### src/rtl/jtag_cmd_sched.sv
`default_nettype none
// ============================================================================
// Module  : jtag_cmd_sched
// Brief   : Two-requester JTAG master with round-robin/lockable arbitration,
//           divided TCK generation, bit sequencing and TDO capture.
// Rev     : 1.0
// ============================================================================
module jtag_cmd_sched #(
    parameter int TCK_DIV = 4
) (
    input  logic        clk,
    input  logic        rst_n,
    input  logic [1:0]  req_valid,
    output logic [1:0]  req_ready,
    input  logic [3:0]  req_cmd,
    input  logic [9:0]  req_len,
    input  logic [63:0] req_data,
    input  logic [1:0]  req_lock,
    output logic [1:0]  rsp_valid,
    input  logic [1:0]  rsp_ready,
    output logic [31:0] rsp_data,
    output logic        busy,
    output logic        owner,
    output logic        tck,
    output logic        tms,
    output logic        tdi,
    input  logic        tdo
);

    localparam logic [1:0] C_IDLE       = 2'd0;
    localparam logic [1:0] C_LO         = 2'd1;
    localparam logic [1:0] C_HI         = 2'd2;
    localparam logic [1:0] C_RESP       = 2'd3;
    localparam logic [1:0] C_CMD_RESET  = 2'd0;
    localparam logic [1:0] C_CMD_TMS    = 2'd1;
    localparam logic [1:0] C_CMD_SCAN   = 2'd2;
    localparam logic [1:0] C_CMD_FLIP   = 2'd3;
    localparam logic [7:0] C_DIV_LAST   = 8'(TCK_DIV - 1);
    localparam logic [4:0] C_RESET_LAST = 5'd5;

    logic [1:0]  r_state;
    logic [1:0]  w_state_nxt;
    logic [1:0]  r_cmd;
    logic [31:0] r_data;
    logic [4:0]  r_last_bit;
    logic [4:0]  r_bit;
    logic [7:0]  r_div;
    logic [31:0] r_cap;
    logic        r_owner;
    logic        r_prev_gnt;
    logic        r_lock;
    logic        r_busy;
    logic        r_tck;
    logic        r_tms;
    logic        r_tdi;

    logic        w_gnt_vld;
    logic        w_gnt_idx;
    logic        w_div_tc;
    logic        w_bit_last;
    logic [1:0]  w_cmd_in;
    logic [4:0]  w_len_in;
    logic [31:0] w_data_in;
    logic [4:0]  w_last_in;
    logic [1:0]  w_drv_first;
    logic [1:0]  w_drv_next;

    // Returns {tms, tdi} for bit k of a command.
    function automatic logic [1:0] f_drive(input logic [1:0]  cmd,
                                           input logic [31:0] data,
                                           input logic [4:0]  k,
                                           input logic [4:0]  last);
        logic [1:0] v;
        case (cmd)
            C_CMD_RESET: v = {(k != C_RESET_LAST), 1'b0};
            C_CMD_TMS:   v = {data[k], 1'b0};
            C_CMD_SCAN:  v = {1'b0, data[k]};
            default:     v = {(k == last), data[k]};
        endcase
        return v;
    endfunction

    always_comb begin
        w_gnt_vld = 1'b0;
        w_gnt_idx = 1'b0;
        if (r_state == C_IDLE) begin
            if (r_lock) begin
                w_gnt_vld = req_valid[r_owner];
                w_gnt_idx = r_owner;
            end else if (&req_valid) begin
                w_gnt_vld = 1'b1;
                w_gnt_idx = ~r_prev_gnt;
            end else if (|req_valid) begin
                w_gnt_vld = 1'b1;
                w_gnt_idx = req_valid[1];
            end
        end
    end

    assign w_cmd_in    = w_gnt_idx ? req_cmd[3:2]    : req_cmd[1:0];
    assign w_len_in    = w_gnt_idx ? req_len[9:5]    : req_len[4:0];
    assign w_data_in   = w_gnt_idx ? req_data[63:32] : req_data[31:0];
    assign w_last_in   = (w_cmd_in == C_CMD_RESET) ? C_RESET_LAST : w_len_in;
    assign w_drv_first = f_drive(w_cmd_in, w_data_in, 5'd0, w_last_in);
    assign w_drv_next  = f_drive(r_cmd, r_data, r_bit + 5'd1, r_last_bit);
    assign w_div_tc    = (r_div == C_DIV_LAST);
    assign w_bit_last  = (r_bit == r_last_bit);

    always_ff @(posedge clk or negedge rst_n) begin
        if (!rst_n) begin
            r_state <= C_IDLE;
        end else begin
            r_state <= w_state_nxt;
        end
    end

    always_comb begin
        w_state_nxt = r_state;
        case (r_state)
            C_IDLE: if (w_gnt_vld) w_state_nxt = C_LO;
            C_LO:   if (w_div_tc) w_state_nxt = C_HI;
            C_HI:   if (w_div_tc) w_state_nxt = w_bit_last ? C_RESP : C_LO;
            C_RESP: if (rsp_ready[r_owner]) w_state_nxt = C_IDLE;
            default: w_state_nxt = C_IDLE;
        endcase
    end

    always_ff @(posedge clk or negedge rst_n) begin
        if (!rst_n) begin
            r_cmd      <= C_CMD_RESET;
            r_data     <= 32'd0;
            r_last_bit <= 5'd0;
            r_bit      <= 5'd0;
            r_div      <= 8'd0;
            r_cap      <= 32'd0;
            r_owner    <= 1'b0;
            r_prev_gnt <= 1'b1;
            r_lock     <= 1'b0;
            r_busy     <= 1'b0;
            r_tck      <= 1'b0;
            r_tms      <= 1'b0;
            r_tdi      <= 1'b0;
        end else begin
            case (r_state)
                C_IDLE: begin
                    if (r_lock && !req_lock[r_owner]) begin
                        r_lock <= 1'b0;
                    end
                    if (w_gnt_vld) begin
                        r_owner    <= w_gnt_idx;
                        r_prev_gnt <= w_gnt_idx;
                        r_busy     <= 1'b1;
                        r_cmd      <= w_cmd_in;
                        r_data     <= w_data_in;
                        r_last_bit <= w_last_in;
                        r_bit      <= 5'd0;
                        r_div      <= 8'd0;
                        r_cap      <= 32'd0;
                        r_tms      <= w_drv_first[1];
                        r_tdi      <= w_drv_first[0];
                    end
                end
                C_LO: begin
                    if (w_div_tc) begin
                        r_div        <= 8'd0;
                        r_tck        <= 1'b1;
                        r_cap[r_bit] <= tdo;
                    end else begin
                        r_div <= r_div + 8'd1;
                    end
                end
                C_HI: begin
                    if (w_div_tc) begin
                        r_div <= 8'd0;
                        r_tck <= 1'b0;
                        if (w_bit_last) begin
                            r_tms <= 1'b0;
                            r_tdi <= 1'b0;
                        end else begin
                            r_bit <= r_bit + 5'd1;
                            r_tms <= w_drv_next[1];
                            r_tdi <= w_drv_next[0];
                        end
                    end else begin
                        r_div <= r_div + 8'd1;
                    end
                end
                default: begin
                    if (rsp_ready[r_owner]) begin
                        r_lock <= req_lock[r_owner];
                        r_busy <= 1'b0;
                    end
                end
            endcase
        end
    end

    always_comb begin
        req_ready = 2'b00;
        rsp_valid = 2'b00;
        rsp_data  = 32'd0;
        if (w_gnt_vld) begin
            req_ready[w_gnt_idx] = 1'b1;
        end
        if (r_state == C_RESP) begin
            rsp_valid[r_owner] = 1'b1;
            if (r_cmd == C_CMD_SCAN || r_cmd == C_CMD_FLIP) begin
                rsp_data = r_cap;
            end
        end
    end

    assign busy  = r_busy;
    assign owner = r_owner;
    assign tck   = r_tck;
    assign tms   = r_tms;
    assign tdi   = r_tdi;

endmodule
`default_nettype wire

### config.mk
export PLATFORM = sky130hd
export DESIGN_NAME = jtag_cmd_sched
export DESIGN_NICKNAME = d
export VERILOG_FILES = /design/src/rtl/jtag_cmd_sched.sv
export SDC_FILE = /design/constraint.sdc
export NUM_CORES = 1
export LEC_CHECK = 0
export ABC_AREA = 1
export BUFFER_PORTS_ARGS = -buffer_cell sky130_fd_sc_hd__buf_2
export CORE_AREA = 2 2 108 110
export CTS_BUF_LIST = sky130_fd_sc_hd__clkbuf_4 sky130_fd_sc_hd__clkbuf_8 sky130_fd_sc_hd__clkbuf_16
export CTS_CLUSTER_SIZE = 12
export DETAILED_ROUTE_END_ITERATION = 8
export DIE_AREA = 0 0 110 112
export GPL_ROUTABILITY_DRIVEN = 0
export PLACE_DENSITY = 0.73
export SYNTH_ARGS = -nofsm -noshare
export SYNTH_HDL_FRONTEND = slang
export SYNTH_SLANG_ARGS = --single-unit
### constraint.sdc
create_clock -name clk -period 3.7 [get_ports clk]
set_input_delay 0.37 -clock clk [delete_from_list [all_inputs] [get_ports clk]]
set_output_delay 0.37 -clock clk [all_outputs]
set_load 0.01 [all_outputs]
## Word level (Yosys, flattened, before mapping)

Index checks and enable logic that the tools add are counted.

| cells by class | value |
|---|---|
| add/sub/neg operators | 2 |
| bitwise logic cells | 2 |
| order comparisons | 7 |
| multiplexer cells | 66 |
| reduce and logical (&&, ||, !) cells | 27 |
| eq/ne operators | 18 |

Operators with widths:

| cell | count |
|---|---|
| $mux 32 | 5 |
| $pmux 32 s2 | 1 |
| $bwmux 32 | 1 |
| $mux 1 | 30 |
| $mux 5 | 5 |
| $mux 2 | 8 |
| $mux 8 | 2 |
| $pmux 8 s2 | 1 |
| $reduce_and 3->1 | 5 |
| $lt 5x6->1 const B | 2 |
| $pmux 2 s3 | 2 |
| $eq 2x2->1 const B | 5 |
| $eq 5x5->1 | 2 |
| $ne 2x2->1 const B | 5 |
| $pmux 1 s2 | 5 |
| $pmux 5 s2 | 1 |
| $reduce_bool 2->1 | 5 |
| $add 8x1->8 const B | 1 |
| $eq 8x2->1 const B | 1 |
| $pmux 2 s4 | 1 |
| $reduce_and 4->1 | 2 |
| $eq 2x1->1 const B | 3 |
| $logic_not 2->1 | 3 |
| $reduce_and 2->1 | 3 |
| other kinds (15) | 23 |

| storage, ports and cells | value |
|---|---|
| logic and storage cells | 136 |
| output and inout bits | 41 |
| flip-flop bits (word level) | 93 |

## Longest topological paths before layout

| depth | value |
|---|---|
| depth in word-level cells | 12 |
| depth in mapped cells | 15 |
| mapped depth without buffers | 15 |

## Worst setup path after synthesis

Ideal clock, no wire load.

| timing | value |
|---|---|
| kind | register -> register |
| from | register r_bit[0] |
| to | register r_tms, in the netlist tms |
| stages on the path, launching flop included | 15 |
| period minus slack after synthesis | 2,026 ps |
| buffers on the path | 2 |
| slack | 1,674 ps |
| required time | 3,583 ps |
| arrival time | 1,909 ps |
| cell sequence | dfrtp_1 inv_1 clkbuf_1 ha_1 buf_2 xnor2_1 and2_1 nand3_1 nor2_1 nor2_1 nor2_1 nand2_1 nand2_1 nand2_1 nand2_1 |

| between the ends | value |
|---|---|
| longest elaborated chain between the ends | 7 |
| elaborated cells on any way between the ends | 10 |
| those cells by class | 1 x add/sub; 3 x eq/ne; 6 x mux |

RTL lines:

| element | RTL line | source |
|---|---|---|
| start, declared | 46 | `logic [4:0] r_bit;` |
| start signal, assigned | 180 | `r_bit <= r_bit + 5'd1;` |
| $add 5x1->5 | 105 | `assign w_drv_next = f_drive(r_cmd, r_data, r_bit + 5'd1, r_last_bit);` |
| $bmux 1 s5 | 76 | `C_CMD_TMS: v = {data[k], 1'b0};` |
| $mux 1 (implied by the code) | 76 |  |
| $pmux 2 s3 | 74 | `case (cmd)` |
| $mux 1 * | 176 | `if (w_bit_last) begin` |
| $mux 1 * | 173 | `if (w_div_tc) begin` |
| $pmux 1 s2 * | 144 | `case (r_state)` |
| end signal, assigned | 159 | `r_tms <= w_drv_first[1];` |
| end signal, assigned | 181 | `r_tms <= w_drv_next[1];` |
| end, declared | 54 | `logic r_tms;` |

Every way passes the cells marked *; elsewhere a longest branch is shown, timed or not. The select of a mux whose other input is x is not followed.
A chain may end at the register's enable or synchronous reset.

## Worst setup path in the final report

| timing | value |
|---|---|
| from | register r_state[0] |
| to | output port req_ready[0] |

| between the ends | value |
|---|---|
| longest elaborated chain between the ends | 7 |
| elaborated cells on any way between the ends | 9 |
| those cells by class | 2 x order compare; 5 x mux; 2 x reduce/logical |

RTL lines:

| element | RTL line | source |
|---|---|---|
| start, declared | 41 | `logic [1:0] r_state;` |
| start signal, assigned | 113 | `r_state <= w_state_nxt;` |
| $logic_not 2->1 * | 86 | `if (r_state == C_IDLE) begin` |
| $mux 1 | 86 |  |
| $lt 1x2->1 (implied by the code) / $ge 1x1->1 (equally long branches) | 203 | `req_ready[w_gnt_idx] = 1'b1;` |
| $logic_and 1x1->1 (implied by the code) | 203 |  |
| $mux 1 (implied by the code) | 203 |  |
| $demux 1 s1 | 203 |  |
| $mux 2 * | 202 | `if (w_gnt_vld) begin` |
| end, declared | 14 | `output logic [1:0] req_ready,` |

Every way passes the cells marked *; elsewhere a longest branch is shown, timed or not.

==> impl_metrics.ini <==
[status]
status = finished, final reports clean

[synth]
synth_xor_area_frac = 0.0160
synth_nets = 877
netlist_instances = 780
ys_async_sr_fraction = 1.00
synthAdderAreaFrac = 0.0228
synth_edf_count = 0
synth_top_flop_cell = dfrtp_1
netlist_area_um2 = 5480
ys_ff_latch = 93
ys.warnings.count = 0
ys_seq_area_frac = 0.425
synth_top_family_by_area = simple AND/OR/NAND/NOR gates
ys_types = 38
synth_mux_area_frac = 0
synth_compound_area_frac = 0.129
syn_area_per_cell_um2 = 7.03
synth-simple-area-share = 0.286

[grt]
grt_max_degree = 72
antenna_found_initial = 0
grt_usage = 0.222
grt_pass1_wl_um = 22000
grt_overflow_total = 0
grt_pass1_vias = 4834

[die]
ios = 128
dieHeight_um = 112
std_cell_rows = 39
core_um2 = 11200
die_x_um = 110
dieArea_um2 = 12300
start_util = 0.491

[power_and_ir_drop]
ir_drop_mv = 0.242
p_total_uw = 2070
power_density_nw_per_um2 = 318
leakage_uw = 0.00352

[setup_path]
endpoint_kind = output pin
reg2reg_slack_ns = 1.02
worst-endpoint-arrival_ns = 2.60
crit_fanout = 39
cp.required_ns = 3.33
critPathTopFamily = buffers and inverters
cp-start-kind = flip-flop
crit_buf_inv = 4
startpoint = r_state[0]
path_class = reg -> out
cpMostUsedCell = buf_4
path_cells = inv_1 > ha_1 > nand2_1 > buf_4 > nor2_2 > buf_4 > buf_2
r2r_start = r_state[0]
cpPeakStageDelay_ns = 0.50
r2r_cells = 8
cp_slowest_cell = ha_1
r2r-end = r_cap[20]

[timing]
setup_viol = 0
drv_slew = 0
timing.slew.headroom = 0.272
period_needed_ns = 2.97
final_hold_viol_count = 0
tns_ns = 0
grt_setup_unrepaired = no
skew_ns = 0.00423
worst_slew_pin_slew_ns = 1.08
max_freq_mhz = 337
final.period_utilization = 0.803

[clock_tree]
clock_latency_ns = 0.34
root_buffer = clkbuf_16
hold_buffers = 0
clkTransAtPathRegs_ns = 0.06
cts_resized = 0
numCtsBuffers = 9
postCtsSetupBuffers = 0
htree_levels = 3
cts_tree = built
clockBufferDepth = 2
cts_sinks = 93

[finish]
fin_util = 0.582
seqCellArea_um2 = 2330
fill_cells = 1075
nets = 989
area_growth_pct = 18.6
drive_above_1_share = 0.182
multi_input_area_um2 = 2490
diodes = 0

[job]
max_cap_violations = 0

[hold_path]
hp-class = in -> async

[detailed_routing]
via_count = 5141
wl_per_cell_um = 12.4
drc = 0
vias_per_cell = 4.94
first_iter_violations = 227
drtPass1Iterations = 4
routed_wirelength_um = 12900
detail-route-antenna-nets = 0

[placed_design]
numPortBuffers = 127
dp_hpwl_um = 9360
-- power breakdown --
group / internal [uW] / leakage (uW) / switching, uW
registers: 1020 / 0.00106 / 0
logic: 38.7 / 0.00230 / 44.0
clock network: 581 / 0.000155 / 390
-- kinds of logic (layout without fill, tap and decap cells) --
kind of cell | after synthesis | after routing
xor gates and xnor gates | 10 | 10
adders and majority gates | 10 | 10
AOI/OAI and AO/OA | 125 | 125
buffers and inverters | 164 | 281
DFF | 93 | 93
and+or+nand+nor | 378 | 378
-- metal layers --
layer | global-route usage | share of wire | wire (um) | up-vias
met5 | 0 | 0 | 0 | -
met4 | 0.0624 | 0.013 | 173 | 0
met3 | 0.0416 | 0.050 | 643 | 18
met2 | 0.346 | 0.46 | 5900 | 130
met1 | 0.317 | 0.48 | 6210 | 2313
li1 | - | - | - | 2680
-- cell usage in the layout (no fill, tap or decap), drive strengths merged, types with 6 or more instances in the layout --
master,n
dfrtp,92
o22ai,34
buf,133
nor2,130
nand3,63
inv,132
nand2,169
o21ai,45
a21oi,36
nor3,6
clkbuf,12
ha,10
-- area by class of cell --
type | count | area share
clock buffers | 12 | 0.0410
clock inverters | 4 | 0.00847
inverters | 132 | 0.0762
multi-input cells | 523 | 0.384
flip-flops and latches | 93 | 0.358
well taps | 143 | 0.0275
repair buffers | 133 | 0.105
-- stage by stage --
| stage | hold slack (ns) | instances | setup WS, ns | area, um^2 |
|---|---|---|---|---|
| global route | 0.222 | 1040 | 0.551 | 6500 |
| finish | 0.151 | 1040 | 0.728 | 6500 |
| floorplan | 0.0744 | 780 | 1.67 | 5480 |
| detailed placement | 0.468 | 1024 | 1.03 | 6180 |
| global placement | 0.468 | 1024 | 1.18 | 6180 |
| CTS | 0.185 | 1040 | 0.752 | 6500 |
-- sequential cells by signal (all words and copies together) (netlist names), 2 cells and up --
name and count:
r_div 8, r_last_bit 5, r_state 2, r_bit 5, r_cap 32, r_data 32
r_cmd 2
-- cell usage after synthesis (6+ instances only) --
cell type    n  area share
nand3_1     62       0.057
ha_1        10       0.023
dfrtp_1     92        0.42
nand2_1    165        0.11
buf_2       15       0.014
o21ai_0     42       0.038
clkbuf_1    10      0.0068
o22ai_1     33       0.038
nor2_1     128       0.088
nor3_1       6      0.0055
a21oi_1     36       0.033
inv_1      130       0.089
-- how the worst max path moves through the flow --
stage | to | slack (ns) | depth (start not counted)
4_1_cts | req_ready[0] | 0.75 | 7
3_3_place_gp | r_cap[17] | 1.18 | 8
2_1_floorplan | tms | 1.67 | 14
6_report | req_ready[0] | 0.73 | 7
3_5_place_dp | r_cap[30] | 1.03 | 8
5_1_grt | req_ready[0] | 0.55 | 7
No activity file was read; power rests on OpenSTA's default activity.
